--- config.mk ---
export PLATFORM = sky130hd
export DESIGN_NAME = dp_feeder
export DESIGN_NICKNAME = d
export VERILOG_FILES = /design/src/rtl/dp_feeder.sv
export SDC_FILE = /design/constraint.sdc
export NUM_CORES = 1
export LEC_CHECK = 0
export CAP_MARGIN = 40
export CORE_UTILIZATION = 40
export CTS_CLUSTER_DIAMETER = 150
export CTS_CLUSTER_SIZE = 14
export DETAILED_ROUTE_END_ITERATION = 8
export DONT_BUFFER_PORTS = 1
export PLACE_DENSITY_LB_ADDON = 0.3
export SLEW_MARGIN = 5
export SYNTH_ARGS = -nofsm -noshare
export SYNTH_HDL_FRONTEND = slang
export SYNTH_SLANG_ARGS = --single-unit
--- constraint.sdc ---
create_clock -name clk -period 1.7 [get_ports clk]
set_input_delay 0.085 -clock clk [delete_from_list [all_inputs] [get_ports clk]]
set_output_delay 0.085 -clock clk [all_outputs]
set_load 0.02 [all_outputs]
--- src/rtl/dp_feeder.sv ---
// dp_feeder: frames K operand beats from a valid/ready source onto a dp_group input bus
// and pulses res_valid once the dp_group pipeline has drained. Option: DP_FEEDER_ZERO_SKIP_EN.
module dp_feeder #(
    parameter int N_UNIT     = 4,
    parameter int N_MUL      = 4,
    parameter int DW_MUL     = 8,
    parameter int DW_UNIT_IN = DW_MUL * N_MUL,
    parameter int KW         = 8,
    parameter int DP_LAT     = 2
) (
    input  logic                         clk,
    input  logic                         reset,
    input  logic                         cmd_valid,
    output logic                         cmd_ready,
    input  logic [KW-1:0]                cmd_k,
    input  logic                         op_valid,
    output logic                         op_ready,
    input  logic [DW_UNIT_IN-1:0]        op_a,
    input  logic [N_UNIT*DW_UNIT_IN-1:0] op_b,
    input  logic                         dp_stall,
    output logic                         dp_enable,
    output logic [DW_UNIT_IN-1:0]        dp_a,
    output logic [N_UNIT*DW_UNIT_IN-1:0] dp_b,
    output logic [1:0]                   dp_valid,
    output logic                         res_valid,
    output logic                         cmd_err
);

    localparam int DCW = (DP_LAT < 1) ? 1 : $clog2(DP_LAT + 1);

    typedef enum logic [1:0] {
        S_IDLE  = 2'd0,
        S_RUN   = 2'd1,
        S_DRAIN = 2'd2
    } state_e;

    state_e                         state_q, state_d;
    logic [KW-1:0]                  rem_q, rem_d;
    logic                           first_q, first_d;
    logic [DCW-1:0]                 drain_cnt_q, drain_cnt_d;
    logic                           dp_enable_q, dp_enable_d;
    logic [1:0]                     dp_valid_q, dp_valid_d;
    logic [DW_UNIT_IN-1:0]          dp_a_q, dp_a_d;
    logic [N_UNIT*DW_UNIT_IN-1:0]   dp_b_q, dp_b_d;
    logic                           res_valid_q, res_valid_d;
    logic                           cmd_err_q, cmd_err_d;

    logic beat_hs;
    logic beat_last;
    logic beat_skip;

    // Ready is a pure function of state and stall so the source never sees a loop through op_valid.
    assign cmd_ready = (state_q == S_IDLE);
    assign op_ready  = (state_q == S_RUN) && !dp_stall;
    assign beat_hs   = op_valid && op_ready;
    assign beat_last = (rem_q == KW'(1));

`ifdef DP_FEEDER_ZERO_SKIP_EN
    // An all-zero A vector contributes nothing to a middle accumulate, so it is consumed silently.
    assign beat_skip = !first_q && !beat_last && (op_a == '0);
`else
    assign beat_skip = 1'b0;
`endif

    always_comb begin
        // NOTE: every next-state signal gets a default first so no path through the case infers a latch.
        state_d     = state_q;
        rem_d       = rem_q;
        first_d     = first_q;
        drain_cnt_d = drain_cnt_q;
        dp_enable_d = 1'b0;
        dp_valid_d  = 2'b00;
        dp_a_d      = dp_a_q;
        dp_b_d      = dp_b_q;
        res_valid_d = 1'b0;
        cmd_err_d   = 1'b0;

        unique case (state_q)
            S_IDLE: begin
                if (cmd_valid) begin
                    if (cmd_k == '0) begin
                        cmd_err_d = 1'b1;
                    end else begin
                        rem_d   = cmd_k;
                        first_d = 1'b1;
                        state_d = S_RUN;
                    end
                end
            end

            S_RUN: begin
                if (beat_hs) begin
                    rem_d   = rem_q - KW'(1);
                    first_d = 1'b0;
                    if (!beat_skip) begin
                        dp_enable_d = 1'b1;
                        dp_valid_d  = {beat_last, first_q};
                        dp_a_d      = op_a;
                        dp_b_d      = op_b;
                    end
                    if (beat_last) begin
                        state_d     = S_DRAIN;
                        drain_cnt_d = DCW'(DP_LAT);
                        res_valid_d = (DP_LAT == 0);
                    end
                end
            end

            S_DRAIN: begin
                // Stay one extra cycle after the pulse so cmd_ready rises only after res_valid.
                if (drain_cnt_q != '0) begin
                    drain_cnt_d = drain_cnt_q - DCW'(1);
                    res_valid_d = (drain_cnt_q == DCW'(1));
                end else begin
                    state_d = S_IDLE;
                end
            end

            default: state_d = S_IDLE;
        endcase
    end

    // NOTE: sequential state uses non-blocking assignments so all registers update from pre-edge values.
    always_ff @(posedge clk or negedge reset) begin
        if (!reset) begin
            state_q     <= S_IDLE;
            rem_q       <= '0;
            first_q     <= 1'b0;
            drain_cnt_q <= '0;
            dp_enable_q <= 1'b0;
            dp_valid_q  <= 2'b00;
            dp_a_q      <= '0;
            dp_b_q      <= '0;
            res_valid_q <= 1'b0;
            cmd_err_q   <= 1'b0;
        end else begin
            state_q     <= state_d;
            rem_q       <= rem_d;
            first_q     <= first_d;
            drain_cnt_q <= drain_cnt_d;
            dp_enable_q <= dp_enable_d;
            dp_valid_q  <= dp_valid_d;
            dp_a_q      <= dp_a_d;
            dp_b_q      <= dp_b_d;
            res_valid_q <= res_valid_d;
            cmd_err_q   <= cmd_err_d;
        end
    end

    assign dp_enable = dp_enable_q;
    assign dp_valid  = dp_valid_q;
    assign dp_a      = dp_a_q;
    assign dp_b      = dp_b_q;
    assign res_valid = res_valid_q;
    assign cmd_err   = cmd_err_q;

endmodule

==> flow_metrics.tcl <==
set metrics [dict create \
    setup_ws_ns 0.000161 \
    cp_cell_sequence "inv_2 -> ha_4 -> or3b_4 -> buf_4 -> nor3_1 -> a21oi_1 -> o221ai_1" \
    finalNonFillerCells 1179 \
    fin_crit_sh 1.00 \
    dr_wl_met3_mm 1.54 \
    ys_types 41 \
    cp_slowest_cell "dfrtp_1" \
    status "complete, but fails checks" \
    tns_ns 0 \
    grt_max_degree 179 \
    layout_commonest_cell "nand2_1" \
    wl_per_cell_um 16.1 \
    slew_viol_final 0 \
    viasPerCell 4.86 \
    area_growth_pct 37.0 \
    clock_skew_ns 0.0125 \
    yosysTopAreaCellShare 0.630 \
    place.detailed.hpwl_mm 11.4 \
    ys_seq_area_frac 0.630 \
    synth_warnings 0 \
    final_layout_size_suffix_gt1_frac 0.0682 \
    critPathArrivalTime_ns 2.03 \
    top_layer "met4" \
    rsz0062_at_grt "true" \
    hold_slack_ns -0.647 \
    layout_common_cells "nand2_1, dfrtp_1, dlygate4sd3_1, clkbuf_16, buf_12" \
    first_pass_iters 4 \
    grt-ovfl-total 0 \
    io_pins 340 \
    start_kind "flip-flop" \
    cts_hold_buf 170 \
    powerDensity_nw_per_um2 1150 \
    netlist_instances 772 \
    ir_drop_mv 0.659 \
    max_freq_mhz 588 \
    die_area_um2 18200 \
    avgSynthCellArea_um2 9.17 \
    antenna_found_initial 1 \
    path_delay_family "simple AND/OR/NAND/NOR gates" \
    worstMarginPinSlew_ns 0.602 \
    nets 1118 \
    num_rows 48 \
    hold_class "in2async" \
    synth_area_leaders "dfrtp_1, nand2_1, buf_6" \
    drc 0 \
    worstSetupEndpointType "flip-flop" \
    grt_pass1_wl_mm 28.2 \
    clk_pin_slew_ns 0.07 \
    netlist.top_cell.by_area "dfrtp_1" \
    htreeDepth 4 \
    die_y_um 135 \
    ant_nets 0 \
    dr_wl_met2_mm 9.52 \
    cpPeakStageDelay_ns 0.41 \
    die_w_um 135 \
    initial_core_util 0.409 \
    dpl-instance-area_um2 7310 \
    io_buffer_count 0 \
    globalplace.congestion 0.805 \
    coreArea_um2 17300 \
    setup-violations-final 0 \
    grt_pass1_vias 5716 \
    hold_viol_final 178 \
    worst_ep_required_time_ns 2.03 \
    clk_latency_ns 0.42 \
    slew_headroom 0.598 \
    grt.total_usage 0.201 \
    cts_tree "yes" \
    pre_cts_slack_ns -0.0304 \
    synth.ff_latch_count 178 \
    drt_wl_total_mm 18.9 \
    cts-root-buf "clkbuf_16" \
    fin_area_um2 9690 \
    cts_buffers 17 \
    cts_sinks 178 \
    path_max_fanout 3 \
    dpl.cell_count 976 \
    finalWorstPathRequiredPeriod_ns 1.70 \
    drv_cap 0 \
    clock_path_buffers 2 \
    crit_type "reg2reg" \
    reg2reg_slack_ns 0.0002 \
    syn_area_um2 7080 \
    wl_met1_mm 7.32 \
    cp_num_buf_inv 2 \
    drtIter0Drc 221 \
    violations "hold timing" \
    leakage_nw 4.96 \
    vias 5730 \
    syn_nets 949 \
]
registers in the layout (all words and copies together), names as in the netlist:
name,cells
cmd_err,1
dp_a,32
dp_b,128
dp_enable,1
dp_valid,2
drain_cnt_q,2
first_q,1
rem_q,8
res_valid,1
state_q,2
worst register-to-register path, cell delays in order (launching register included):
cell and delay [ns]:
dfrtp_1 0.41, inv_2 0.09, ha_4 0.14, or3b_4 0.40
buf_4 0.16, nor3_1 0.18, a21oi_1 0.06, o221ai_1 0.16
cell type report:
class / instances / area [µm²]
fillers: 1419 / 7600
flip-flops and latches: 178 / 4460
multi-input cells: 548 / 2320
repair buffers: 189 / 1970
clock buffers: 18 / 439
well taps: 225 / 282
clock inverters: 13 / 195
inverters: 7 / 28.8
diodes: 1 / 2.50
kinds of logic (layout without fill, tap and decap cells):
kind of cell             count (synthesis)  count (layout)  share of synthesized area
buffers and inverters                   46             227                     0.0483
AO/OA/AOI/OAI                           24              24                     0.0248
flip-flops                             178             178                      0.630
AND/OR/NAND/NOR                        519             519                      0.289
multiplexers                             1               1                    0.00141
other                                    0               1                          0
adder cells (fa/ha/maj)                  4               4                    0.00707
synthesized netlist by cell type:
cell type  number
nor3_1          6
nor2_1          8
nand2_1       486
and2_1          1
nor2b_1         1
and3b_1         1
or3b_4          1
nand2b_1        1
a21oi_4         1
o21bai_1        1
buf_2           3
inv_1           6
buf_4           6
o21ai_0         1
nor4_1          1
clkbuf_1       11
o221ai_1        3
inv_2           1
o21ai_1         1
nand3_1         2
or3_1           1
o22a_1          2
or3b_1          1
nor4_2          2
and3_4          1
buf_6          19
nor3b_2         1
a21oi_1         5
a2bb2oi_1       3
o211ai_1        1
or2_1           1
a22oi_1         1
nor3b_1         1
or4_1           1
dfrtp_1       178
nor4b_1         1
o22ai_1         3
mux2i_1         1
nor2_4          1
a31oi_1         2
ha_1            4
per-layer routing:
metal  global-route usage  up-vias
met5                    0        -
met4                0.102        0
met3               0.0664       50
met2                0.337      280
met1                0.228     2697
li1                     -     2703
metrics by stage:
| step | util | total power (W) |
|---|---|---|
| global route | 0.560 | 0.0116 |
| floorplan | - | 0.00633 |
| finish | 0.560 | 0.0112 |
| CTS | 0.558 | 0.0112 |
| global placement | 0.423 | 0.00659 |
| detailed placement | 0.423 | 0.00663 |
repair_timing:
| item | CTS | global route |
|---|---|---|
| hold endpoints to repair | 347 | 178 |
| endpoints found under the setup margin | 1 | 6 |
| resized for setup | 1 | 8 |
| setup buffers | 0 | 1 |
| gates cloned | 0 | 0 |
| pin swaps | 0 | 4 |
power breakdown:
part           internal, W  switching, W  leakage (nW)
Sequential         0.00474       0.00103          2.19
Combinational     0.000603      0.000564          2.46
Clock              0.00253       0.00170         0.306
path summary, 6_finish.rpt:
check	from	end	depth (start not counted)
min	reset	cmd_err	0
max in group asynchronous	reset	dp_b[64]	0
min reg2reg	first_q	first_q	2
max	rem_q[0]	rem_q[4]	7
min in group clk	op_valid	dp_valid[1]	3
max reg2reg	rem_q[0]	rem_q[4]	7
No activity file was read; power rests on OpenSTA's default activity.
